### config.mk
export PLATFORM = sky130hd
export DESIGN_NAME = demux_2to4_l1_flat
export DESIGN_NICKNAME = d
export VERILOG_FILES = /design/src/rtl/demux_2to4_l1_if.sv /design/src/rtl/demux_2to4_l1.sv /design/src/flat_wrapper.sv
export SDC_FILE = /design/constraint.sdc
export NUM_CORES = 1
export LEC_CHECK = 0
export ABC_AREA = 1
export CAP_MARGIN = 10
export CORE_MARGIN = 8
export CORE_UTILIZATION = 40
export DETAILED_ROUTE_END_ITERATION = 6
export MAX_ROUTING_LAYER = met4
export PLACE_DENSITY = 0.68
export SYNTH_ARGS = -nofsm -noshare
export SYNTH_HDL_FRONTEND = slang
export SYNTH_SLANG_ARGS = --single-unit
### constraint.sdc
create_clock -name clk_2f -period 2.6 [get_ports clk_2f]
set_input_delay 0.26 -clock clk_2f [delete_from_list [all_inputs] [get_ports clk_2f]]
set_output_delay 0.26 -clock clk_2f [all_outputs]
set_load 0.02 [all_outputs]
### src/rtl/demux_2to4_l1_if.sv
// Byte-lane bundle between the L1 receive path and the 2-to-4 demultiplexer.
// The master side drives the two incoming byte lanes.
// The slave side (the demux) drives the four output lanes and the drop flags.
interface demux_2to4_l1_if #(
  parameter int DATA_W = 8
);
  logic [DATA_W-1:0] data_in1;
  logic              valid_in1;
  logic [DATA_W-1:0] data_in2;
  logic              valid_in2;
  logic [DATA_W-1:0] data_out0;
  logic [DATA_W-1:0] data_out1;
  logic [DATA_W-1:0] data_out2;
  logic [DATA_W-1:0] data_out3;
  logic              valid_out0;
  logic              valid_out1;
  logic              valid_out2;
  logic              valid_out3;
  logic              drop_err1;
  logic              drop_err2;

  modport master (
    output data_in1, valid_in1, data_in2, valid_in2,
    input  data_out0, data_out1, data_out2, data_out3,
    input  valid_out0, valid_out1, valid_out2, valid_out3,
    input  drop_err1, drop_err2
  );

  modport slave (
    input  data_in1, valid_in1, data_in2, valid_in2,
    output data_out0, data_out1, data_out2, data_out3,
    output valid_out0, valid_out1, valid_out2, valid_out3,
    output drop_err1, drop_err2
  );
endinterface

### src/rtl/demux_2to4_l1.sv
// L1 2-to-4 byte demultiplexer (receive-side inverse of the 4-to-2 mux).
// Each input lane pairs successive valid bytes: the first byte goes to the
// even output, the second byte to the odd output. The two lanes are independent.
//
//  state    | meaning
//  ---------+------------------------------------------------------------
//  ST_EMPTY | no byte held; the next valid byte starts a pair
//  ST_HALF  | first byte held; waiting for the second one (gap-limited)
module demux_2to4_l1 #(
  parameter int DATA_W  = 8,
  parameter int GAP_MAX = 4
) (
  input  logic             clk_2f,
  input  logic             reset_L,
  demux_2to4_l1_if.slave   bus
);

  localparam int GAP_W = $clog2(GAP_MAX + 1);

  // The pair stays valid for one clk_f period (two clk_2f cycles). The timer
  // holds the number of extra cycles left after the completion cycle.
  localparam int VALID_HOLD = 2;

  typedef enum logic {
    ST_EMPTY = 1'b0,
    ST_HALF  = 1'b1
  } lane_state_e;

  logic [DATA_W-1:0] lane_din    [2];
  logic              lane_vin    [2];
  logic [DATA_W-1:0] lane_first  [2];
  logic [DATA_W-1:0] lane_second [2];
  logic              lane_valid  [2];
  logic              lane_drop   [2];

  assign lane_din[0] = bus.data_in1;
  assign lane_vin[0] = bus.valid_in1;
  assign lane_din[1] = bus.data_in2;
  assign lane_vin[1] = bus.valid_in2;

  for (genvar g = 0; g < 2; g++) begin : g_lane
    lane_state_e       state_q;
    logic [DATA_W-1:0] hold_q;
    logic [GAP_W-1:0]  gap_cnt_q;
    logic              valid_tmr_q;
    logic [DATA_W-1:0] first_q;
    logic [DATA_W-1:0] second_q;
    logic              valid_q;
    logic              drop_q;

    // Per-lane pairing FSM with registered outputs, gap timeout and valid timer.
    always_ff @(posedge clk_2f) begin
      if (!reset_L) begin
        state_q     <= ST_EMPTY;
        hold_q      <= '0;
        gap_cnt_q   <= '0;
        valid_tmr_q <= 1'b0;
        first_q     <= '0;
        second_q    <= '0;
        valid_q     <= 1'b0;
        drop_q      <= 1'b0;
      end else begin
        drop_q <= 1'b0;

        // Valid timer runs down; a completion below overrides it (restart).
        if (valid_q) begin
          if (valid_tmr_q == 1'b0) begin
            valid_q <= 1'b0;
          end else begin
            valid_tmr_q <= valid_tmr_q - 1'b1;
          end
        end

        case (state_q)
          ST_EMPTY: begin
            if (lane_vin[g]) begin
              hold_q    <= lane_din[g];
              gap_cnt_q <= '0;
              state_q   <= ST_HALF;
            end
          end
          ST_HALF: begin
            if (lane_vin[g]) begin
              first_q     <= hold_q;
              second_q    <= lane_din[g];
              valid_q     <= 1'b1;
              valid_tmr_q <= 1'(VALID_HOLD - 1);
              hold_q      <= '0;
              gap_cnt_q   <= '0;
              state_q     <= ST_EMPTY;
            end else if (gap_cnt_q == GAP_W'(GAP_MAX - 1)) begin
              // Partner byte never came: discard the held half and flag it.
              hold_q    <= '0;
              gap_cnt_q <= '0;
              drop_q    <= 1'b1;
              state_q   <= ST_EMPTY;
            end else begin
              gap_cnt_q <= gap_cnt_q + 1'b1;
            end
          end
          default: state_q <= ST_EMPTY;
        endcase
      end
    end

    assign lane_first[g]  = first_q;
    assign lane_second[g] = second_q;
    assign lane_valid[g]  = valid_q;
    assign lane_drop[g]   = drop_q;
  end

  assign bus.data_out0  = lane_first[0];
  assign bus.data_out1  = lane_second[0];
  assign bus.data_out2  = lane_first[1];
  assign bus.data_out3  = lane_second[1];
  assign bus.valid_out0 = lane_valid[0];
  assign bus.valid_out1 = lane_valid[0];
  assign bus.valid_out2 = lane_valid[1];
  assign bus.valid_out3 = lane_valid[1];
  assign bus.drop_err1  = lane_drop[0];
  assign bus.drop_err2  = lane_drop[1];

endmodule
### src/flat_wrapper.sv
// flat-port wrapper written by rule: the top's interface ports become plain ports
module demux_2to4_l1_flat 
#(
  parameter int DATA_W  = 8,
  parameter int GAP_MAX = 4
)
  (clk_2f, reset_L, bus_data_in1, bus_valid_in1, bus_data_in2, bus_valid_in2, bus_data_out0, bus_data_out1, bus_data_out2, bus_data_out3, bus_valid_out0, bus_valid_out1, bus_valid_out2, bus_valid_out3, bus_drop_err1, bus_drop_err2);
  demux_2to4_l1_if #(.DATA_W(DATA_W)) bus_i ();
  input  logic clk_2f;
  input  logic reset_L;
  input wire logic [$bits(bus_i.data_in1)-1:0] bus_data_in1;
  input wire logic [$bits(bus_i.valid_in1)-1:0] bus_valid_in1;
  input wire logic [$bits(bus_i.data_in2)-1:0] bus_data_in2;
  input wire logic [$bits(bus_i.valid_in2)-1:0] bus_valid_in2;
  output wire logic [$bits(bus_i.data_out0)-1:0] bus_data_out0;
  output wire logic [$bits(bus_i.data_out1)-1:0] bus_data_out1;
  output wire logic [$bits(bus_i.data_out2)-1:0] bus_data_out2;
  output wire logic [$bits(bus_i.data_out3)-1:0] bus_data_out3;
  output wire logic [$bits(bus_i.valid_out0)-1:0] bus_valid_out0;
  output wire logic [$bits(bus_i.valid_out1)-1:0] bus_valid_out1;
  output wire logic [$bits(bus_i.valid_out2)-1:0] bus_valid_out2;
  output wire logic [$bits(bus_i.valid_out3)-1:0] bus_valid_out3;
  output wire logic [$bits(bus_i.drop_err1)-1:0] bus_drop_err1;
  output wire logic [$bits(bus_i.drop_err2)-1:0] bus_drop_err2;
  assign bus_i.data_in1 = bus_data_in1;
  assign bus_i.valid_in1 = bus_valid_in1;
  assign bus_i.data_in2 = bus_data_in2;
  assign bus_i.valid_in2 = bus_valid_in2;
  assign bus_data_out0 = bus_i.data_out0;
  assign bus_data_out1 = bus_i.data_out1;
  assign bus_data_out2 = bus_i.data_out2;
  assign bus_data_out3 = bus_i.data_out3;
  assign bus_valid_out0 = bus_i.valid_out0;
  assign bus_valid_out1 = bus_i.valid_out1;
  assign bus_valid_out2 = bus_i.valid_out2;
  assign bus_valid_out3 = bus_i.valid_out3;
  assign bus_drop_err1 = bus_i.drop_err1;
  assign bus_drop_err2 = bus_i.drop_err2;
  demux_2to4_l1 #(.DATA_W(DATA_W), .GAP_MAX(GAP_MAX)) u_core (.clk_2f(clk_2f), .reset_L(reset_L), .bus(bus_i));
endmodule
==> results of run 1 <==
-- power groups by stage --
stage	registers [W]	logic (W)	clock network [W]
4_1_cts	0.00103	0.000252	0.000773
2_1_floorplan	0.00108	0.000104	0
6_report	0.00103	0.000249	0.000752
3_3_place_gp	0.00105	0.000249	0
5_1_grt	0.00103	0.000275	0.000823
3_5_place_dp	0.00105	0.000251	0
-- synth_stat cells --
cell type / instances
nor2_1: 66
dfxtp_1: 62
o21ai_0: 33
a21oi_1: 29
nand2_1: 29
nand3_1: 21
inv_1: 12
clkbuf_1: 7
buf_2: 2
buf_4: 2
buf_6: 2
ha_1: 2
nand2_2: 2
nor2_2: 2
clkinv_1: 1
inv_2: 1
nor3_1: 1
nor4_1: 1
-- sequential cells by signal (all words and copies together) (netlist names) --
name	flops
u_core.g_lane.hold_q	16
u_core.bus.data_out0	8
u_core.bus.data_out1	8
u_core.bus.data_out2	8
u_core.bus.data_out3	8
u_core.g_lane.gap_cnt_q	6
u_core.g_lane.state_q	2
u_core.g_lane.valid_tmr_q	2
u_core.bus.drop_err1	1
u_core.bus.drop_err2	1
u_core.bus.valid_out0	1
u_core.bus.valid_out2	1
-- path summary, 6_finish.rpt --
path	start	to	slack (ps)	cells past startpoint
worst min register to register	u_core.g_lane[0].valid_tmr_q	u_core.bus.valid_out0	460	2
worst max-delay path	u_core.bus.valid_out0	bus_valid_out1	1010	1
worst max register to register	u_core.g_lane[1].state_q	u_core.bus.data_out3[2]	1190	4
worst min-delay path	u_core.g_lane[0].valid_tmr_q	u_core.bus.valid_out0	460	2
-- cell families (layout without fill, tap and decap cells) --
logic type / Yosys count / after routing / share of synthesized area, %
buf+inv: 27 / 87 / 5.74
compound gates: 62 / 62 / 14.1
fa+ha+maj: 2 / 2 / 1.14
flops: 62 / 62 / 56.4
simple gates: 122 / 122 / 22.6
-- layer usage --
layer	track usage, %	wire, um	vias up
met4	8.74	116	0
met1	16.4	2460	882
li1	-	-	1010
met5	-	0	-
met3	3.41	225	11
met2	20.0	2370	39
-- through the flow --
step / cell area (um^2) / std cells / hold slack, ps
floorplan: 2200 / 275 / 337
global placement: 2800 / 393 / 445
detailed placement: 2800 / 393 / 449
CTS: 2980 / 407 / 463
global route: 2980 / 407 / 485
finish: 2980 / 407 / 460
-- layout make-up --
type                            instances  share of cell area, %
Sequential cell                        62                   41.7
Tap cell                               72                   3.03
Inverter                               14                   1.77
Clock inverter                          1                  0.168
Timing Repair Buffer                   59                   19.7
Multi-Input combinational cell        186                   28.0
Clock buffer                           13                   5.67
==> results.cfg, run 1 <==
[hold_path]
holdCritPathClass = reg -> reg

[setup_path]
slowest_delay_ps = 630
crit_fanout = 4
cp_slowest_cell = clkdlybuf4s50_1
arrival_ps = 1330
critPathTopFamily = buffers and inverters
cp_data_required_time_ps = 2340
endpoint_kind = output port
criticalPathCategory = reg -> out
worstPathCellList = clkdlybuf4s50_1
start_kind = flip-flop
path_buf_inv = 1

[yosys]
synth.area.top_cells = dfxtp_1 (56%), nor2_1 (11%), o21ai_0 (7.5%), a21oi_1 (6.6%), nand2_1 (4.9%)
synth.top_cell.area_share_pct = 56.4
synth_top_area_cell = dfxtp_1
synth.distinct_cells = 18
post_synth.cell_area_avg_um2 = 8.00
syn_nets = 297
ys_seq_area_share_pct = 56.4
ys_ff_latch = 62
ys_warn_count = 0
syn-cell-area_um2 = 2200
syn_inst = 275

[floorplanning]
die_area_um2 = 8130
initial_core_util_pct = 40.7
row_count = 27
die_y_um = 90.2
num_io_pins = 58
fp.coreArea_um2 = 5410
die_w_um = 90.2

[timing]
max-slew-margin-rel_pct = 66.3
tns_ps = 0
setup_viol = 0
finalCriticalPeriod_ps = 1590
timing.final.crit_share_pct = 61.2
finClkSkew_ps = 4.84
worst_pin_slew_ps = 505
fin_ws_ps = 1010
max_freq_mhz = 628
rsz0062_at_grt = false
slew_violations = 0
hold_viol_final = 0

[finish]
final_cell_mix = nor2_1 (66), dfxtp_1 (62), clkdlybuf4s50_1 (57)
final_nets = 354
nFillCells = 523
drive_above_1_share_pct = 5.97
regArea_um2 = 1240
antennaDiodeCount = 0
utilization_pct = 55.1
multiInputGateArea_um2 = 833
area_delta_synth_final_pct = 35.2
layout_commonest_cell = nor2_1

[detailed_routing]
drcViolationCount = 0
dr_total_vias = 1942
drt_iter0_drc = 158
drt-total-wl_um = 5170
first_pass_iters = 4
final_antenna_net_count = 0
wire_per_inst_um = 12.7
vias_per_cell = 4.77

[clock_network]
cts_buffer_depth = 2
cts_root_buf = clkbuf_8
cts_sinks = 62
clk_pin_slew_ps = 60
cts_hold_buffers = 0
tritoncts = yes
cts-resized-gates = 0
worstSkewPairLatency_ps = 330
cts_made_buffers = 9
cts_setup_buffers = 0
h-tree-depth = 3

[power_and_ir_drop]
powerDensity_nw_per_um2 = 681
seqPwrFrac_pct = 50.6
leakagePower_nw = 1.12
total_power_w = 0.00203
p_sw_w = 0.000503
p_int_w = 0.00152
power.share.clock_pct = 37.1
p_comb_share_pct = 12.3
ir_drop_mv = 0.330
switching_share_pct = 24.8

[place]
place.gp.congestion = 0.805
pre_cts_slack_ps = 783
dpl.hpwl_um = 3580
portBuffers = 57

[global_route]
overflow = 0
grt_max_degree = 36
track_usage_pct = 13.6
grt_pass1_vias = 1922
antenna_found_initial = 0
grt_pass1_wl_um = 8880

[run]
cap_violations = 0

[status]
status = finished clean
No activity file was read; power rests on OpenSTA's default activity.
==> run 2: changes to the inputs <==
==> constraint.sdc (replaced) <==
create_clock -name clk_2f -period 1.5 [get_ports clk_2f]
set_input_delay 0.15 -clock clk_2f [delete_from_list [all_inputs] [get_ports clk_2f]]
set_output_delay 0.15 -clock clk_2f [all_outputs]
set_load 0.02 [all_outputs]
==> run 2 against run 1 <==
Design area increased by 4.8%; final cell count increased by 2.7%; die area unchanged; core utilization increased by 2.7 points.
==> results.cfg, run 2 (synthesis results as in run 1) <==
[finish]
final_nets = 363
utilization_pct = 57.7
final_cell_mix = nor2_1 (66), dfxtp_1 (62), clkdlybuf4s50_1 (53)
area_delta_synth_final_pct = 41.8
layout_commonest_cell = nor2_1
drive_above_1_share_pct = 9.25
antennaDiodeCount = 0
post-route-cell-area_um2 = 3120
largest_reg_flops = 16
nFillCells = 494
top_register = u_core.g_lane.hold_q

[setup_path]
r2r-end = u_core.g_lane[0].hold_q[6]
timing.rr.start = u_core.g_lane[0].gap_cnt_q[0]
criticalPathCategory = reg -> out
cp.depth = 1
cp_slowest_cell = clkdlybuf4s50_1
r2r_cells = 4
start_kind = flip-flop
cp-endpoint = bus_data_out1[5]
slowest_delay_ps = 620
worstPathCellList = clkdlybuf4s50_1
crit_fanout = 2
cp_data_required_time_ps = 1350
arrival_ps = 1320
critPathTopFamily = buffers and inverters
endpoint_kind = output port
crit_start = u_core.bus.data_out1[5]
path_buf_inv = 1
rrSetupSlack_ps = 360

[floorplanning]
fp.coreArea_um2 = 5410
die_y_um = 90.2
num_io_pins = 58
die_w_um = 90.2
die_area_um2 = 8130
row_count = 27
initial_core_util_pct = 40.7

[clock_network]
cts_buffer_depth = 2
cts_root_buf = clkbuf_8
cts_setup_buffers = 0
clk_pin_slew_ps = 70
worstSkewPairLatency_ps = 340
cts-resized-gates = 2
cts_hold_buffers = 0
h-tree-depth = 3
cts_sinks = 62
tritoncts = yes
cts_made_buffers = 9

[global_route]
track_usage_pct = 13.7
overflow = 0
grt_pass1_vias = 1976
antenna_found_initial = 0
grt_pass1_wl_um = 9060
grt_max_degree = 36

[timing]
max-slew-margin-rel_pct = 76.0
finalCriticalPeriod_ps = 1470
hold_viol_final = 0
tns_ps = 0
max_freq_mhz = 682
slew_violations = 0
finClkSkew_ps = 6.47
fin_ws_ps = 32.8
setup_viol = 0
timing.final.crit_share_pct = 97.8
worst_pin_slew_ps = 360
rsz0062_at_grt = false

[power_and_ir_drop]
p_int_w = 0.00292
ir_drop_mv = 0.801
switching_share_pct = 24.6
seqPwrFrac_pct = 45.9
power.share.clock_pct = 42.3
powerDensity_nw_per_um2 = 1240
leakagePower_nw = 1.23
p_sw_w = 0.000954
p_comb_share_pct = 11.8

[detailed_routing]
drcViolationCount = 0
final_antenna_net_count = 0
first_pass_iters = 4
drt_iter0_drc = 200
dr_total_vias = 2022
drt-total-wl_um = 5290
wire_per_inst_um = 12.7
vias_per_cell = 4.84

[place]
pre_cts_slack_ps = 104
portBuffers = 57
dpl.hpwl_um = 3770
place.gp.congestion = 0.825
placed_cell_area_um2 = 2900

[hold_path]
holdCritPathClass = in -> reg

[run]
cap_violations = 0

[status]
status = finished clean
## run 2: cell types whose count changed in the layout (fill, tap and decap cells not counted)
cell,previous run,this run
clkbuf_8,12,10
dlymetal6s2s_1,0,2
dlygate4sd2_1,0,2
clkinv_2,1,2
clkdlybuf4s50_1,57,53
buf_4,2,9
clkinvlp_4,0,2
bufinv_16,0,2
buf_12,0,2
clkbuf_1,1,0
## run 2: area by class of cell
cell class / count / area, um^2 / area share (%)
Tap cell: 72 / 90.1 / 2.89
Clock buffer: 10 / 138 / 4.41
Timing Repair Buffer: 68 / 681 / 21.8
Inverter: 14 / 52.6 / 1.68
Multi-Input combinational cell: 186 / 833 / 26.7
Clock inverter: 6 / 85.1 / 2.73
Sequential cell: 62 / 1240 / 39.8
## run 2: power by group through the flow
stage | sequential [W] | combinational (W) | clock (W)
2_1_floorplan | 0.00187 | 0.000180 | 0
3_3_place_gp | 0.00181 | 0.000456 | 0
3_5_place_dp | 0.00182 | 0.000462 | 0
4_1_cts | 0.00178 | 0.000463 | 0.00164
5_1_grt | 0.00179 | 0.000506 | 0.00172
6_report | 0.00178 | 0.000457 | 0.00164
## run 2: how the worst min path moves through the flow
| stage | start | end | slack, ps | cells after the start |
|---|---|---|---|---|
| finish | bus_data_in1[0] | u_core.g_lane[0].hold_q[0] | 410 | 3 |
| global route | bus_data_in2[1] | u_core.g_lane[1].hold_q[1] | 410 | 3 |
| CTS | bus_data_in1[0] | u_core.g_lane[0].hold_q[0] | 410 | 3 |
| detailed placement | u_core.g_lane[0].valid_tmr_q | u_core.bus.valid_out0 | 440 | 2 |
| global placement | u_core.g_lane[0].valid_tmr_q | u_core.bus.valid_out0 | 440 | 2 |
| floorplan | bus_valid_in1 | u_core.bus.drop_err1 | 230 | 1 |
## run 2: layer usage
| layer | track usage [%] | part of all wire [%] | wire length (um) |
|---|---|---|---|
| met1 | 15.8 | 47 | 2470 |
| met3 | 3.57 | 5.1 | 269 |
| met5 | - | 0 | 0 |
| met4 | 7.91 | 2.0 | 106 |
| met2 | 21.0 | 46 | 2440 |
## run 2: worst reg2reg max path, cell delays in order, from the launching register on
cell,delay (ps)
dfxtp_1,340
ha_1,200
nand3_1,270
nand3_1,160
a21oi_1,70
## run 2: per-stage QoR
step           hold WS, ps  power (W)  instances
2_1_floorplan          227    0.00205        275
3_3_place_gp           440    0.00227        402
4_1_cts                408    0.00389        418
5_1_grt                415    0.00401        418
6_report               405    0.00388        418
3_5_place_dp           444    0.00228        402
==> RTL edit (settings of run 1) <==
Put a register stage on the output `bus.drop_err1`, without a reset. The value now appears one clock later.
--- a/src/rtl/demux_2to4_l1.sv
+++ b/src/rtl/demux_2to4_l1.sv
@@ -117,7 +117,9 @@
   assign bus.valid_out1 = lane_valid[0];
   assign bus.valid_out2 = lane_valid[1];
   assign bus.valid_out3 = lane_valid[1];
-  assign bus.drop_err1  = lane_drop[0];
+  always_ff @(posedge clk_2f) begin
+    bus.drop_err1 <= lane_drop[0];
+  end
   assign bus.drop_err2  = lane_drop[1];
 
 endmodule
Formal check against the unedited RTL: not equivalent (a bounded check fails within 10 cycles, from zero or initial values and one cycle with reset_L low).
==> RTL edit against run 1 <==
  * Cell area grew 2.4%
  * Total power up 7.4%
  * Non-clock buffer count unchanged
  * Largest cell class unchanged
  * Die area grew 2.3%
  * Highest routed layer unchanged
  * Synthesized area rose by 2.8%
  * Sequential cell count grew 1
  * Worst setup slack better by 0.013 ns
  * Wire length shrank 0.85%
==> RTL edit: results (changes against run 1) <==
run_status:
  status: "complete, no violations"
timing:
  fin_skew_ns: 0.00713  # +0.00228 ns
  finalSetupViolations: 0  # unchanged
  hold_viol: 0  # unchanged
  worstMarginPinSlew_ns: 0.456  # -0.0487 ns
  setup-tns-final_ns: 0  # unchanged
yosys:
  ys_types: 19  # +1
  yosysSeqAreaShare: 0.557  # -0.00674
  synth_fp_nets: 299  # +0.67%
  ys_async_sr_fraction: 0  # unchanged
  synth_warnings: 0  # unchanged
  synth_top_cells_by_area: "dfxtp_1 56%, nor2_1 9.0%, a21oi_1 7.3%, o21ai_0 6.4%, nand2_1 6.0%"
  synth_commonest_cells: "63 x dfxtp_1, 54 x nor2_1, 36 x nand2_1"
grt:
  grt_util_all_layers: 0.130  # -0.00689
  gr-usage-met3: 0.0379  # +0.00378
  grt_pass1_vias: 1897  # -1.3%
  grt_max_degree: 33  # -8.3%
  use_met1: 0.159  # -0.00452
  grt_use_met2: 0.180  # -0.0198
  antenna_found_initial: 0  # unchanged
  grt_first_pass_wirelength_um: 8680  # -2.3%
placed_design:
  place.gp.congestion: 0.759  # -5.7%
  dp_hpwl_um: 3580  # -0.13%
  port_buffers: 57  # unchanged
pwr:
  p_leak_nw: 1.14  # +2.1%
  ir_drop_v: 0.000274  # -17%
  internal-power_mw: 1.65  # +8.5%
clock_network:
  insertion_delay_ns: 0.33  # about the same
  cts_root_buffer: "clkbuf_8"
  cts_buffer_depth: 2  # unchanged
  cts_resized: 0  # unchanged
  htree_levels: 3  # unchanged
  path_clk_slew_ns: 0.07
  numCtsBuffers: 9  # unchanged
routing:
  drc: 0  # unchanged
  via_per_inst: 4.74  # -0.69%
  wl_per_cell_um: 12.5  # -1.3%
  ant_nets: 0  # unchanged
  drt_iter0_drc: 111  # -30%
final_layout:
  nets: 354  # unchanged
  layout-drive-gt1-share: 0.0772  # +0.0174
critical_path:
  max_stage_delay_ns: 0.62
  cp_slowest_cell: "clkdlybuf4s50_1"
  crit_family: "buffers and inverters"
worst_hold_path:
  hp-class: "flop to flop"
[RTL edit: cell count changes in the layout (fill, tap and decap cells not counted), moves of 2 or more]
cell,change
bufinv_16,+2
clkbuf_8,-3
o21ai_0,-4
nor2_2,+2
nor2_1,-12
a21oi_1,+4
nand3_1,+3
nand2_1,+7
clkinv_2,+3
[RTL edit: power by group through the flow]
stage / Combinational [mW] / Clock, mW / Sequential (mW)
2_1_floorplan: 0.109 / 0 / 1.09
3_3_place_gp: 0.241 / 0 / 1.06
3_5_place_dp: 0.243 / 0 / 1.06
4_1_cts: 0.245 / 0.918 / 1.04
5_1_grt: 0.269 / 0.961 / 1.05
6_report: 0.243 / 0.895 / 1.04
[RTL edit: layer usage]
layer  vias to the layer above  wire length [um]
met5                         -                 0
met4                         0               104
met3                         8               291
met2                        49              2200
met1                       868              2530
li1                       1013                 -
[RTL edit: logic make-up (layout without fill, tap and decap cells)]
family / count (synthesis) / after routing / synth area share
simple gates: 121 / 121 / 0.223
fa+ha+maj: 2 / 2 / 0.0111
buf+inv: 29 / 89 / 0.0713
flops: 63 / 63 / 0.557
compound gates: 62 / 62 / 0.137
[RTL edit: cell type report]
| type | instances | area (um^2) |
|---|---|---|
| clock buffers | 9 | 124 |
| clock inverters | 7 | 87.6 |
| fillers | 513 | 2430 |
| inverters | 14 | 57.6 |
| multi-input cells | 185 | 841 |
| flip-flops and latches | 63 | 1260 |
| well taps | 72 | 90.1 |
| repair buffers | 59 | 586 |
[RTL edit: worst paths after layout]
kind	startpoint	to	slack, ns	cells after the start
setup reg to reg	u_core.g_lane[0].state_q	u_core.bus.data_out1[3]	1.29	4
hold / removal	u_core.g_lane[0].drop_q	u_core.bus.drop_err1	0.34	0
hold reg to reg	u_core.g_lane[0].drop_q	u_core.bus.drop_err1	0.34	0
setup / recovery	u_core.bus.valid_out0	bus_valid_out1	1.02	1
[RTL edit: through the flow]
step	area (um^2)	power [mW]	utilization	worst slack, ns	cells
floorplan	2260	1.20	-	1.62	277
global placement	2840	1.30	0.518	0.974	393
detailed placement	2840	1.31	0.518	0.903	393
CTS	3050	2.20	0.557	0.984	409
global route	3050	2.27	0.557	0.958	409
finish	3050	2.18	0.557	1.02	409
